## src/rtl/mvd_pingpong_buf_pkg.sv

```systemverilog
// mvd_pingpong_buf shared defaults and types.
// Build option: MVD_BUF_OREG_EN adds an output register stage.
package mvd_pingpong_buf_pkg;

  localparam int MVD_DATA_WIDTH = 18;
  localparam int MVD_ADDR_WIDTH = 5;

  typedef struct packed {
    logic wr;
    logic wd;
    logic rd;
    logic rdn;
  } acc_t;

endpackage

```

## src/rtl/mvd_pingpong_buf_if.sv

```systemverilog
// mvd -> buffer -> ec handshake bundle.
// master = mvd/ec side, slave = buffer.
interface mvd_pingpong_buf_if
  import mvd_pingpong_buf_pkg::*;
#(
  parameter int DATA_WIDTH = MVD_DATA_WIDTH,
  parameter int ADDR_WIDTH = MVD_ADDR_WIDTH
);
  logic                  wr_i;
  logic [ADDR_WIDTH-1:0] w_addr_i;
  logic [DATA_WIDTH-1:0] data_i;
  logic                  w_done_i;
  logic                  w_full_o;
  logic                  r_valid_o;
  logic                  rd_i;
  logic [ADDR_WIDTH-1:0] r_addr_i;
  logic                  r_done_i;
  logic [DATA_WIDTH-1:0] data_o;
  logic                  rd_vld_o;
  logic                  err_o;

  modport master (
    output wr_i, w_addr_i, data_i, w_done_i,
    output rd_i, r_addr_i, r_done_i,
    input  w_full_o, r_valid_o, data_o,
    input  rd_vld_o, err_o
  );

  modport slave (
    input  wr_i, w_addr_i, data_i, w_done_i,
    input  rd_i, r_addr_i, r_done_i,
    output w_full_o, r_valid_o, data_o,
    output rd_vld_o, err_o
  );
endinterface

```

## src/rtl/mvd_pingpong_buf_rf_2p.sv

```systemverilog
// Two-port register file: port A sync read, port B write.
// Enables are active-low; contents are never reset.
module mvd_pingpong_buf_rf_2p #(
  parameter int Addr_Width = 6,
  parameter int Word_Width = 18
) (
  input  logic                  clk,
  input  logic                  cena,
  input  logic [Addr_Width-1:0] aa,
  output logic [Word_Width-1:0] qa,
  input  logic                  cenb,
  input  logic                  wenb,
  input  logic [Addr_Width-1:0] ab,
  input  logic [Word_Width-1:0] db
);

  logic [Word_Width-1:0] mem [1<<Addr_Width];

  always_ff @(posedge clk) begin
    if (!cenb && !wenb) mem[ab] <= db;
  end

  always_ff @(posedge clk) begin
    if (!cena) qa <= mem[aa];
  end

endmodule

```

## src/rtl/mvd_pingpong_buf.sv

```systemverilog
// Ping-pong mvd buffer with full/empty tracking and sticky error.
// Define MVD_BUF_OREG_EN for a registered data_o (latency 2).
module mvd_pingpong_buf
  import mvd_pingpong_buf_pkg::*;
#(
  parameter int DATA_WIDTH = MVD_DATA_WIDTH,
  parameter int ADDR_WIDTH = MVD_ADDR_WIDTH
) (
  input logic              clk,
  input logic              rst,
  mvd_pingpong_buf_if.slave bus
);

  logic                  wr_bank;
  logic                  rd_bank;
  logic [1:0]            full;
  logic [1:0]            full_nx;
  logic                  err;
  logic                  bad;
  logic                  vld1;
  logic [DATA_WIDTH-1:0] q;
  acc_t                  ok;

  always_comb begin
    ok.wr  = bus.wr_i     & ~full[wr_bank];
    ok.wd  = bus.w_done_i & ~full[wr_bank];
    ok.rd  = bus.rd_i     &  full[rd_bank];
    ok.rdn = bus.r_done_i &  full[rd_bank];
    bad = ((bus.wr_i | bus.w_done_i) &  full[wr_bank])
        | ((bus.rd_i | bus.r_done_i) & ~full[rd_bank]);
  end

  // Same-bank set/clear are mutually exclusive by construction
  always_comb begin
    full_nx = full;
    if (ok.wd)  full_nx[wr_bank] = 1'b1;
    if (ok.rdn) full_nx[rd_bank] = 1'b0;
  end

  always_ff @(posedge clk or posedge rst) begin
    if (rst) begin
      wr_bank <= 1'b0;
      rd_bank <= 1'b0;
      full    <= 2'b00;
      err     <= 1'b0;
      vld1    <= 1'b0;
    end else begin
      wr_bank <= wr_bank ^ ok.wd;
      rd_bank <= rd_bank ^ ok.rdn;
      full    <= full_nx;
      err     <= err | bad;
      vld1    <= ok.rd;
    end
  end

  mvd_pingpong_buf_rf_2p #(
    .Addr_Width(ADDR_WIDTH+1),
    .Word_Width(DATA_WIDTH)
  ) u_rf (
    .clk  (clk),
    .cena (~ok.rd),
    .aa   ({rd_bank, bus.r_addr_i}),
    .qa   (q),
    .cenb (~ok.wr),
    .wenb (~ok.wr),
    .ab   ({wr_bank, bus.w_addr_i}),
    .db   (bus.data_i)
  );

  assign bus.w_full_o  = full[wr_bank];
  assign bus.r_valid_o = full[rd_bank];
  assign bus.err_o     = err;

`ifdef MVD_BUF_OREG_EN
  logic                  vld2;
  logic [DATA_WIDTH-1:0] dq;

  always_ff @(posedge clk or posedge rst) begin
    if (rst) begin
      vld2 <= 1'b0;
      dq   <= '0;
    end else begin
      vld2 <= vld1;
      if (vld1) dq <= q;
    end
  end

  assign bus.data_o   = dq;
  assign bus.rd_vld_o = vld2;
`else
  assign bus.data_o   = q;
  assign bus.rd_vld_o = vld1;
`endif

endmodule

```

## src/flat_wrapper.sv

```systemverilog
// flat-port wrapper written by rule: the top's interface ports become plain ports
module mvd_pingpong_buf_flat import mvd_pingpong_buf_pkg::*;
#(
  parameter int DATA_WIDTH = MVD_DATA_WIDTH,
  parameter int ADDR_WIDTH = MVD_ADDR_WIDTH
)
  (clk, rst, bus_wr_i, bus_w_addr_i, bus_data_i, bus_w_done_i, bus_rd_i, bus_r_addr_i, bus_r_done_i, bus_w_full_o, bus_r_valid_o, bus_data_o, bus_rd_vld_o, bus_err_o);
  mvd_pingpong_buf_if #(.DATA_WIDTH(DATA_WIDTH), .ADDR_WIDTH(ADDR_WIDTH)) bus_i ();
  input logic clk;
  input logic rst;
  input wire logic [$bits(bus_i.wr_i)-1:0] bus_wr_i;
  input wire logic [$bits(bus_i.w_addr_i)-1:0] bus_w_addr_i;
  input wire logic [$bits(bus_i.data_i)-1:0] bus_data_i;
  input wire logic [$bits(bus_i.w_done_i)-1:0] bus_w_done_i;
  input wire logic [$bits(bus_i.rd_i)-1:0] bus_rd_i;
  input wire logic [$bits(bus_i.r_addr_i)-1:0] bus_r_addr_i;
  input wire logic [$bits(bus_i.r_done_i)-1:0] bus_r_done_i;
  output wire logic [$bits(bus_i.w_full_o)-1:0] bus_w_full_o;
  output wire logic [$bits(bus_i.r_valid_o)-1:0] bus_r_valid_o;
  output wire logic [$bits(bus_i.data_o)-1:0] bus_data_o;
  output wire logic [$bits(bus_i.rd_vld_o)-1:0] bus_rd_vld_o;
  output wire logic [$bits(bus_i.err_o)-1:0] bus_err_o;
  assign bus_i.wr_i = bus_wr_i;
  assign bus_i.w_addr_i = bus_w_addr_i;
  assign bus_i.data_i = bus_data_i;
  assign bus_i.w_done_i = bus_w_done_i;
  assign bus_i.rd_i = bus_rd_i;
  assign bus_i.r_addr_i = bus_r_addr_i;
  assign bus_i.r_done_i = bus_r_done_i;
  assign bus_w_full_o = bus_i.w_full_o;
  assign bus_r_valid_o = bus_i.r_valid_o;
  assign bus_data_o = bus_i.data_o;
  assign bus_rd_vld_o = bus_i.rd_vld_o;
  assign bus_err_o = bus_i.err_o;
  mvd_pingpong_buf #(.DATA_WIDTH(DATA_WIDTH), .ADDR_WIDTH(ADDR_WIDTH)) u_core (.clk(clk), .rst(rst), .bus(bus_i));
endmodule
```

## config.mk

```make
export PLATFORM = sky130hd
export DESIGN_NAME = mvd_pingpong_buf_flat
export DESIGN_NICKNAME = d
export VERILOG_FILES = /design/src/rtl/mvd_pingpong_buf_pkg.sv /design/src/rtl/mvd_pingpong_buf_if.sv /design/src/rtl/mvd_pingpong_buf_rf_2p.sv /design/src/rtl/mvd_pingpong_buf.sv /design/src/flat_wrapper.sv
export SDC_FILE = /design/constraint.sdc
export NUM_CORES = 1
export LEC_CHECK = 0
export CORE_AREA = 2 2 266 268
export CTS_CLUSTER_DIAMETER = 150
export DETAILED_ROUTE_END_ITERATION = 10
export DIE_AREA = 0 0 268 270
export PLACE_DENSITY = 0.83
export SETUP_SLACK_MARGIN = 0.15
export SLEW_MARGIN = 20
export SYNTH_ARGS = -nofsm -noshare
export SYNTH_HDL_FRONTEND = slang
export SYNTH_HIERARCHICAL = 1
export SYNTH_SLANG_ARGS = --single-unit
```

## constraint.sdc

```tcl
create_clock -name clk -period 9.8 [get_ports clk]
set_input_delay 1.96 -clock clk [delete_from_list [all_inputs] [get_ports clk]]
set_output_delay 1.96 -clock clk [all_outputs]
set_load 0.1 [all_outputs]
```

==> summary.txt <==
Run status
  – Status: finished clean

Yosys
  – Syn nets: 2123
  – Largest family of logic cells by synthesized area: multiplexers
  – Post-Synth XOR/XNOR Area: 0
  – Sequential fraction of the synthesis area: 0.7757
  – Adder-Cell Fraction of Synth Area: 0
  – Synth warn: 6
  – Yosys cell types: 42
  – Synthesized flop and latch total: 1176
  – Post-synthesis mux area share: 0.1497
  – Syn Std Cell Area: 45480 um2
  – Compound-Gate Fraction of Synth Area: 0.03089
  – Syn_area_per_cell: 21.77 um2
  – Cells after Synth: 2089
  – Synth Area in Simple Gates: 0.02457

Clock network
  – Root Driver: clkbuf_16
  – Post-CTS Setup Inserts: 0
  – CTS HTree Levels: 3
  – Post-CTS Hold Fix Bufs: 0
  – CTS Buffer Depth: 3
  – Clock-pin slew on the worst setup and hold paths: 0.07 ns
  – Clk_lat worst skew: 0.70 ns
  – CTS Buf Count: 110
  – Post-CTS Resized: 0
  – CTS tree: done
  – CTS sink cnt: 1176

Layout
  – Commonest non-fill, non-tap cell in the layout: edfxtp_1
  – # nets final: 2250
  – Ratio of cells with drive above 1 in the final layout: 0.2120
  – Most frequent cells in the layout: edfxtp_1, mux4_2, mux2i_1
  – Non-filler cells, final: 3238
  – Synth-to-Final Area Change: 10.81%

Drt
  – Total number of vias: 23.18k
  – Vias/cell: 7.159
  – First-pass DRT Iterations: 5
  – DRT Wirelength: 111000 um
  – Routed wire per std cell: 34.28 um
  – First DRT Iteration DRCs: 3881
  – Remaining DRCs: 0
  – ANT nets after route: 0

Setup path
  – Critical Path Start Type: input pin
  – Reg2reg start: u_core/wr_bank$_DFF_PP0_
  – Critical Setup Path Class: in2reg
  – Crit path launch: bus_r_addr_i[0]
  – Required time of the critical path: 10.17 ns
  – Crit end category: flip-flop
  – WP data arrival: 5.30 ns
  – Highest net fanout along the worst path: 53

Global routing
  – GRT Util Overall: 0.3151
  – Pin count of the biggest net entering global routing: 162
  – GRT Residual Overflow: 0
  – First-pass GRT wire length: 161100 um
  – Vias in the first global route: 23.03k
  – Initial antenna violation count: 8

Timing
  – Final-report hold violation count: 0
  – Max Transition Viols Final: 0
  – Relative slew slack: 0.1988
  – Max Clk Rate: 202.9 MHz
  – Worst Clk Skew: 0.03253 ns
  – Slew @ Worst Pin: 1.202 ns
  – RSZ-0062 raised after global routing: false
  – Endpoints failing setup: 0
  – Tmin final: 4.928 ns
  – Crit share post-route: 0.5029
  – Setup TNS: 0 ns

Floorplanning
  – Die area: 72360 um2
  – Initial Utilization: 0.6540
  – Row count: 97
  – Die Ht: 270 um
  – Core ar.: 69540 um2
  – # IOs: 56
  – Die width: 268 um

Hold path
  – Hold wc startpoint: u_core/bus.err_o$_DFF_PP0_
  – Hold Path Class: reg2reg

Placement
  – Routability cong.: 0.8522
  – Post-DP HPWL: 59610 um
  – Cells after DPL: 3042
  – I/O Buffers: 55

Power and ir drop
  – VDD IR max: 0.2178 mV
  – Leakage: 0.01609 uW
  – Pwr Density: 211.4 nW/um2

Flow run
  – MaxCap Viol Count: 0
[sequential cells by signal, summed over array words and instances, names as in the netlist]
signal,flops
u_core/wr_bank,1
u_core/bus.err_o,1
u_core/bus.rd_vld_o,1
u_core/u_rf/mem,1152
u_core/rd_bank,1
u_core/full,2
u_core/u_rf/qa,18
[Yosys cell counts, drive strengths merged]
cell	number	area share
mux2i	133	0.029
a221oi	46	0.0089
and4	11	0.0021
or3	2	0.00028
and3	15	0.0021
clkbuf	41	0.0034
mux4	230	0.12
a22o	8	0.0015
inv	5	0.00041
nand2	35	0.0029
or3b	1	0.00019
nand4	3	0.00041
nor4	4	0.00055
a21oi	15	0.0017
dfrtp	6	0.0033
a21boi	1	0.00017
o221ai	12	0.0024
nand3	18	0.0020
mux2	14	0.0035
nor2b	23	0.0032
nor2	104	0.0086
a22oi	66	0.011
buf	77	0.015
a311oi	4	0.00077
a31oi	2	0.00028
and2	4	0.00061
nand3b	2	0.00033
a211oi	26	0.0043
nand2b	5	0.00069
edfxtp	1170	0.77
nor3	6	0.00066
[kinds of logic after synthesis]
logic type,count (synthesis)
compound gates,180
buf+inv,123
flops,1176
mux,377
simple gates,233
[worst paths after layout]
| kind | endpoint | slack, ns | depth (start not counted) |
|---|---|---|---|
| max | u_core/u_rf/qa[7]$_DFFE_PN_ | 4.87 | 7 |
| max in group asynchronous | u_core/bus.rd_vld_o$_DFF_PP0_ | 8.10 | 2 |
| min reg2reg | u_core/bus.err_o$_DFF_PP0_ | 0.50 | 2 |
| min in group asynchronous | u_core/full[0]$_DFF_PP0_ | 1.50 | 2 |
| min | u_core/bus.err_o$_DFF_PP0_ | 0.50 | 2 |
| max reg2reg | u_core/u_rf/mem[14][13]$_DFFE_PP_ | 5.96 | 6 |
[stage by stage]
step	utilization	hold slack (ns)	cell area, um2	worst slack [ns]	power [uW]
final	0.7247	0.4992	50400	4.872	10660
after global routing	0.7247	0.5482	50400	4.761	10890
after CTS	0.7241	0.5086	50350	4.941	10670
after detailed placement	0.6758	0.4855	47000	4.253	6700
after global placement	0.6752	0.4604	46960	4.246	6675
after floorplan	-	0.5036	45480	5.481	6332
[where the power goes]
group | total (uW) | internal [uW] | leakage, uW | switching [uW]
logic | 953 | 255 | 0.00386 | 699
clock network | 4030 | 2250 | 0.00164 | 1790
registers | 5670 | 5600 | 0.0106 | 69.0
[critical path: stages]
cell and delay [ns]:
buf_8 0.41, buf_4 0.81, mux4_2 0.59, mux2i_1 0.29, nor2_1 0.08, a311oi_1 0.90
nor4_1 0.15
[metal layers]
metal  vias up  part of all wire  global-route usage
li1       9072                 -                   -
met5         -           0.00054                   0
met3       252              0.14             0.07285
met2      1974              0.48              0.4948
met4         8             0.039              0.1154
met1     11880              0.34              0.4421
[cell type report]
type                    instances  area (um2)
clock buffers                 142        2955
repair buffers                133        1120
flip-flops and latches       1176       35280
clock inverters                51       404.1
inverters                       5       18.77
well taps                     940        1176
multi-input cells             790        9439
fillers                      3651       19140
diodes                          1       2.502
Power figures use the tool's default switching activity.
